--- src/rtl/demux_5bits_8saidas.sv ---
// Registered 1-to-8 demultiplexer for 5-bit register addresses.
// An incoming value is steered by a 3-bit key into one of eight single-entry
// slots; each slot keeps its value flagged valid until its consumer accepts it.
// The input side uses valid/ready, the output side valid/accept per slot, and
// a registered occupancy count is provided for downstream stall logic.

`timescale 1ns/1ps

module demux_5bits_8saidas #(
    parameter int LARGURA = 5
) (
    input  logic               clock,
    input  logic               reset,
    input  logic [LARGURA-1:0] entrada,
    input  logic [2:0]         key,
    input  logic               entrada_valida,
    output logic               entrada_pronta,
    input  logic               limpar,
    output logic [LARGURA-1:0] saida1,
    output logic [LARGURA-1:0] saida2,
    output logic [LARGURA-1:0] saida3,
    output logic [LARGURA-1:0] saida4,
    output logic [LARGURA-1:0] saida5,
    output logic [LARGURA-1:0] saida6,
    output logic [LARGURA-1:0] saida7,
    output logic [LARGURA-1:0] saida8,
    output logic [7:0]         saida_valida,
    input  logic [7:0]         saida_aceita,
    output logic [3:0]         ocupados
);

    logic [LARGURA-1:0] slots [8];
    logic               carga;
    logic [7:0]         valida_prox;
    logic [3:0]         ocupados_prox;

    // The addressed slot can take a new value when it is empty or being drained this same cycle; a flush blocks all loads.
    always_comb begin
        entrada_pronta = 1'b0;
        if (!limpar) begin
            entrada_pronta = ~saida_valida[key] | saida_aceita[key];
        end
    end

    assign carga = entrada_valida & entrada_pronta;

    // Next valid vector: accepts clear, a load sets its slot (winning over its own accept), and a flush clears everything.
    always_comb begin
        valida_prox = saida_valida & ~saida_aceita;
        if (carga) begin
            valida_prox[key] = 1'b1;
        end
        if (limpar) begin
            valida_prox = 8'h00;
        end
    end

    // Occupancy is the population count of the next valid vector so both registers always agree.
    always_comb begin
        ocupados_prox = 4'd0;
        for (int i = 0; i < 8; i++) begin
            ocupados_prox = ocupados_prox + {3'b000, valida_prox[i]};
        end
    end

    // Slot data registers: only the addressed slot loads on a transfer; accepts and flushes leave data untouched.
    always_ff @(posedge clock or negedge reset) begin
        if (!reset) begin
            for (int i = 0; i < 8; i++) begin
                slots[i] <= '0;
            end
        end else if (carga) begin
            slots[key] <= entrada;
        end
    end

    // Valid flags and occupancy count registers.
    always_ff @(posedge clock or negedge reset) begin
        if (!reset) begin
            saida_valida <= 8'h00;
            ocupados     <= 4'd0;
        end else begin
            saida_valida <= valida_prox;
            ocupados     <= ocupados_prox;
        end
    end

    assign saida1 = slots[0];
    assign saida2 = slots[1];
    assign saida3 = slots[2];
    assign saida4 = slots[3];
    assign saida5 = slots[4];
    assign saida6 = slots[5];
    assign saida7 = slots[6];
    assign saida8 = slots[7];

endmodule

--- config.mk ---
export PLATFORM = sky130hd
export DESIGN_NAME = demux_5bits_8saidas
export DESIGN_NICKNAME = d
export VERILOG_FILES = /design/src/rtl/demux_5bits_8saidas.sv
export SDC_FILE = /design/constraint.sdc
export NUM_CORES = 1
export LEC_CHECK = 0
export ABC_AREA = 1
export CAP_MARGIN = 20
export CELL_PAD_IN_SITES_DETAIL_PLACEMENT = 1
export CELL_PAD_IN_SITES_GLOBAL_PLACEMENT = 1
export CORE_UTILIZATION = 38
export DETAILED_ROUTE_END_ITERATION = 10
export GPL_ROUTABILITY_DRIVEN = 0
export GPL_TIMING_DRIVEN = 0
export PLACE_DENSITY = 0.91
export SETUP_SLACK_MARGIN = 0.5
export SKIP_LAST_GASP = 1
export SYNTH_ARGS = -nofsm -noshare
export SYNTH_HDL_FRONTEND = slang
export SYNTH_SLANG_ARGS = --single-unit
--- constraint.sdc ---
create_clock -name clock -period 5.95 [get_ports clock]
set_clock_uncertainty 0.2 [all_clocks]
set_input_delay 1.4875 -clock clock [delete_from_list [all_inputs] [get_ports clock]]
set_output_delay 1.4875 -clock clock [all_outputs]
set_load 0.02 [all_outputs]
==> flow_summary.toml, run 1 <==
[layout]
post_route_cells_drive_above_1_share = 0.143
num_antenna_cells = 0
fin_nets = 403
fillCellCount = 751
areaGrowthSynthToFinish_pct = 35.8

[global_routing]
grt_pass1_wl_um = 13400
grtUsageMet1 = 0.307
grtUsageMet2 = 0.408
antenna_found_initial = 0
grt_max_degree = 32
grt.busiest_layer = "met2"
gr-total-overflow = 0
met3_usage = 0.0418
grt_pass1_vias = 2626
grt_usage = 0.238

[drt]
num_vias = 2500
ant_nets = 0
totalWireLength_um = 8190
viasPerCell = 5.51
drt_iter0_markers = 158
post_drt_wl_per_cell_um = 18.0
drcViolationCount = 0
firstDrtPassIters = 4

[yosys]
synth_nets = 326
yosys.area.top_type = "dfrtp_1"
yosysSeqAreaShare = 0.495
syn_avg_cell_area_um2 = 8.80
synthTopCellsByArea = "dfrtp_1 49%, nand2_1 17%, nand4_1 10%"
syn-cell-area_um2 = 2630
ys_ff_latch = 52
yosys.cell_types.count = 24
ys_warn_count = 0
syn_inst = 299
synth_top_area_frac = 0.495

[die]
placementRows = 29
coreArea_um2 = 6530
die_w_um = 85.2
dieHeight_um = 85.2
initial_core_util = 0.403
die_area_um2 = 7260
io_pins = 73

[worst_setup_path]
r2r_cells = 16
critPathArrivalTime_ns = 3.64
path_class = "in2out"
crit_path_start_kind = "input port"
crit_required_ns = 4.26
cp-end-kind = "output pin"
cp_num_buf_inv = 4
critPathTopFamily = "buffers and inverters"
crit_path_max_incr_delay_ns = 0.60
cp_slowest_cell = "clkdlybuf4s50_1"
cp.depth = 10
crit_path_max_fanout = 10
path_cells = "clkdlybuf4s50_1, buf_4, nor2_2, nand3_1, nand2_1, nor2_2, nand2_2, a21oi_4, buf_6, clkdlybuf4s50_1"
r2r-start = "saida_valida[6]$_DFF_PN0_"
r2r_slack_ns = 2.14
r2r-end = "ocupados[1]$_DFF_PN0_"

[clocking]
clk_pin_slew_ns = 0.09
clk_latency_ns = 0.31
cts_root_buffer = "clkbuf_8"
htree_levels = 2
cts_buffers = 5
clockBufferDepth = 2
cts_sinks = 52
cts_tree = "built"

[timing]
setup_viol = 0
slew_viol_final = 0
max_slew_margin = 0.535
setup_slack_ns = 0.626
fin_setup_tns_ns = 0
period_needed_ns = 5.32
worst_pin_slew_ns = 0.698
finalHoldViolCount = 0
max_freq_mhz = 188
rsz0062_at_grt = "yes"
finalCritPeriodShare = 0.895

[outcome]
status = "finished clean"

[placement]
io_buffers = 65
hpwlAfterDp_um = 5930
dp_slack_ns = 0.107

[pwr]
pwr_density_cell_nw_per_um2 = 277
p_leak_nw = 1.79
ir_worst_vdd_mv = 0.196

[job]
maxCapViolations = 0

[min_path]
holdPathStages = 2
worstHoldStart = "saida8[0]$_DFFE_PN0P_"
hold_end = "saida8[0]$_DFFE_PN0P_"
min_path_type = "reg2reg"
==> stage by stage <==
stage                     utilization  total power (W)  hold WS [ns]  cells  area, um^2
after floorplan                     -         0.000611         0.388    299        2630
after global placement          0.517         0.000771         0.266    441        3380
after detailed placement        0.519         0.000784         0.271    442        3390
after CTS                       0.535         0.000992         0.297    450        3490
after global routing            0.547          0.00103         0.319    454        3570
final                           0.547         0.000988         0.291    454        3570
==> state kept, by name (all words and copies together), names as in the netlist <==
register,flops
saida4,5
saida1,5
saida6,5
saida5,5
saida7,5
ocupados,4
saida3,5
saida8,5
saida2,5
saida_valida,8
==> Yosys cell counts, drive strengths merged <==
library cell / count
buf: 14
xnor2: 1
a21oi: 9
ha: 3
nand3: 4
dfrtp: 52
nor2: 7
nor3: 6
clkinv: 1
nand4: 52
nand2: 121
fa: 4
clkbuf: 5
inv: 20
==> power breakdown <==
group,switching (W),total (W),internal [W]
Clock,0.000122,0.000204,0.0000823
Combinational,0.000187,0.000336,0.000149
Sequential,0.0000361,0.000448,0.000412
Total,0.000344,0.000988,0.000643
==> worst max path at each step <==
stage | startpoint | to | slack (ns)
6_report | key[1] | entrada_pronta | 0.63
5_1_grt | key[1] | ocupados[1]$_DFF_PN0_ | 0.45
4_1_cts | key[0] | ocupados[2]$_DFF_PN0_ | 0.50
3_5_place_dp | key[0] | ocupados[1]$_DFF_PN0_ | 0.11
3_3_place_gp | key[1] | ocupados[1]$_DFF_PN0_ | 0.16
2_1_floorplan | key[1] | ocupados[2]$_DFF_PN0_ | 0.95
==> timing repair <==
item                       in CTS  in global routing
hold buffers                    0                  0
setup endpoints to repair       2                  3
pin swaps                       0                  2
gates resized for setup         3                  9
gates cloned                    0                  0
setup buffers                   0                  4
==> placed cells by master, fill, tap and decap left out, drive strengths merged <==
cell           synthesis  routed
nand2                121     121
clkdlybuf4s50          0      63
dfrtp                 52      52
nand4                 52      52
inv                   20      20
buf                   14      20
clkbuf                 5      10
a21oi                  9       9
nor2                   7       7
nor3                   6       6
nand3                  4       4
fa                     4       4
clkinv                 1       4
ha                     3       3
xnor2                  1       1
dlymetal6s2s           0       1
==> cell type report <==
class                           count  area, um^2  share of cell area
Buffer                             19         126              0.0354
Clock buffer                        5        68.8              0.0193
Clock inverter                      3        18.8             0.00526
Inverter                           21        78.8              0.0221
Multi-Input combinational cell    207        1180               0.331
Sequential cell                    52        1300               0.364
Tap cell                           77        96.3              0.0270
Timing Repair Buffer               70         698               0.196
==> worst reg2reg max path, stage by stage, from the launching register on <==
cell and delay (ns):
dfrtp_1 0.42, nand4_1 0.11, nand2_1 0.09, nor2_2 0.12, nand2_2 0.12, nand2_8 0.15
nand4_4 0.14, a21oi_2 0.25, fa_1 0.44, inv_1 0.08, fa_1 0.41, inv_1 0.08
fa_1 0.41, ha_1 0.22, inv_1 0.07, fa_1 0.40, inv_1 0.06
==> cells by family after synthesis <==
group           Yosys count  share of synthesized area
simple gates            190                      0.358
flops                    52                      0.495
buf+inv                  40                     0.0780
compound gates            9                     0.0214
fa+ha+maj                 7                     0.0447
xor+xnor                  1                    0.00333
==> per-layer routing <==
| metal | wire length [um] | share of wire |
|---|---|---|
| met1 | 3510 | 0.43 |
| met2 | 4150 | 0.51 |
| met3 | 433 | 0.053 |
| met4 | 94 | 0.011 |
| met5 | 0 | 0 |
No activity file was read; power rests on OpenSTA's default activity.
==> run 2, diff against run 1 <==
==> constraint.sdc (replaced) <==
create_clock -name clock -period 5.95 [get_ports clock]
set_clock_uncertainty 0.2 [all_clocks]
set_input_delay 1.4875 -clock clock [delete_from_list [all_inputs] [get_ports clock]]
set_output_delay 1.4875 -clock clock [all_outputs]
set_load 0.01 [all_outputs]
==> flow_summary.toml, run 2 (synthesis results as in run 1) <==
[outcome]
status = "finished clean"

[drt]
ant_nets = 0
totalWireLength_um = 8130
drcViolationCount = 0
post_drt_wl_per_cell_um = 18.0
num_vias = 2461
drt_iter0_markers = 156
firstDrtPassIters = 4
viasPerCell = 5.46

[min_path]
hold_end = "saida5[1]$_DFFE_PN0P_"
min_path_type = "reg2reg"
holdPathStages = 2
worstHoldStart = "saida5[1]$_DFFE_PN0P_"

[clocking]
clk_pin_slew_ns = 0.10
cts_root_buffer = "clkbuf_8"
cts_sinks = 52
hold_buffers = 0
clk_latency_ns = 0.31
cts_buffers = 5
cts_tree = "built"
htree_levels = 2
clockBufferDepth = 2

[die]
coreArea_um2 = 6530
initial_core_util = 0.403
dieHeight_um = 85.2
placementRows = 29
io_pins = 73
die_w_um = 85.2
die_area_um2 = 7260

[layout]
largest_register_ffs = 8
final_cells = 451
final_common_cell = "nand2_1"
most-common-layout-cells = "119 x nand2_1, 63 x clkdlybuf4s50_1, 52 x dfrtp_1, 44 x nand4_1, 16 x inv_1"
areaGrowthSynthToFinish_pct = 35.2
design_area_um2 = 3560
num_antenna_cells = 0
largest_register = "saida_valida"
post_route_cells_drive_above_1_share = 0.136
fin_nets = 400

[timing]
worst_pin_slew_ns = 0.710
slew_viol_final = 0
rsz0062_at_grt = "no"
max_slew_margin = 0.526
max_freq_mhz = 186
fin_setup_tns_ns = 0
setup_viol = 0
finalCritPeriodShare = 0.904
period_needed_ns = 5.38
timing.hold.ws_ns = 0.290
finalHoldViolCount = 0
setup_slack_ns = 0.572

[pwr]
p_leak_nw = 1.77
p_int_w = 0.000641
power_switching_w = 0.000298
p_seq_frac = 0.477
clockPowerShare = 0.218
switching_share = 0.317
pwr_density_cell_nw_per_um2 = 264
power_frac_comb = 0.306
ir_worst_vdd_mv = 0.188

[worst_setup_path]
cp_slowest_cell = "clkdlybuf4s50_1"
r2r-start = "saida_valida[6]$_DFF_PN0_"
cp-end-kind = "output pin"
crit_path_start_kind = "input port"
crit_path_max_fanout = 10
path_cells = "clkdlybuf4s50_1, buf_4, nor2_2, nand3_1, nand2_1, nor2_2, nand2_2, a21oi_4, buf_6, clkdlybuf4s50_1"
crit_path_max_incr_delay_ns = 0.53
crit_required_ns = 4.26
path_class = "in2out"
r2r_slack_ns = 2.15
r2r_cells = 16
critPathArrivalTime_ns = 3.69
r2r-end = "ocupados[1]$_DFF_PN0_"

[job]
maxCapViolations = 0

[global_routing]
grt_pass1_vias = 2626
grt.busiest_layer = "met2"
gr-total-overflow = 0
grt_max_degree = 32
grt_pass1_wl_um = 13400
grt_usage = 0.238
antenna_found_initial = 0
grtUsageMet1 = 0.307
met3_usage = 0.0418
grtUsageMet2 = 0.408

[placement]
io_buffers = 65
dpl-instance-area_um2 = 3390
place_inst = 442
dp_slack_ns = 0.107
hpwlAfterDp_um = 5930
==> run 2: changes by cell type in the layout (fill, tap and decap cells not counted) <==
cell	previous run	this run
a21oi_2	3	2
a21oi_4	1	2
buf_4	7	4
==> run 2: cell type report <==
cell class	count	area [um^2]
Timing Repair Buffer	67	676
Inverter	21	78.8
Tap cell	77	96.3
Multi-Input combinational cell	207	1190
Clock inverter	3	18.8
Sequential cell	52	1300
Clock buffer	5	68.8
Buffer	19	126
Fill cell	754	2980
==> run 2: per-layer routing <==
metal,wire length (um),vias to the layer above
li1,-,1144
met1,3500,1233
met2,4120,75
met3,421,9
met4,92,0
met5,0,-
==> run 2: stage by stage <==
step	utilization	total power (W)
6_report	0.544	0.000939
3_3_place_gp	0.517	0.000724
3_5_place_dp	0.519	0.000738
4_1_cts	0.535	0.000945
5_1_grt	0.544	0.000985
2_1_floorplan	-	0.000565
==> run 2: power by group through the flow <==
stage	logic, W	clock network, W	registers (W)
after floorplan	0.0000880	0	0.000477
after global placement	0.000271	0	0.000453
after detailed placement	0.000283	0	0.000455
after CTS	0.000287	0.000209	0.000449
after global routing	0.000310	0.000220	0.000455
final	0.000287	0.000204	0.000448
==> run 2: worst max path at each step <==
| stage | from | endpoint | slack (ns) | depth (start not counted) |
|---|---|---|---|---|
| after floorplan | key[1] | ocupados[2]$_DFF_PN0_ | 0.95 | 17 |
| after global placement | key[1] | ocupados[1]$_DFF_PN0_ | 0.16 | 14 |
| after detailed placement | key[0] | ocupados[1]$_DFF_PN0_ | 0.11 | 14 |
| after CTS | key[0] | ocupados[2]$_DFF_PN0_ | 0.50 | 18 |
| after global routing | key[1] | ocupados[1]$_DFF_PN0_ | 0.46 | 19 |
| final | key[1] | entrada_pronta | 0.57 | 10 |
==> run 2: critical path: cells and delay by family <==
kind / cells / cell delay [ns]
compound gates: 1 / 0.31
buf+inv: 4 / 1.41
simple gates: 5 / 0.47
==> run 2: repair_timing <==
action                     4_1_cts  5_1_grt
setup endpoints to repair        2        3
resized for setup                3       10
setup buffers                    0        1
pin swaps                        0        1
gates cloned                     0        0
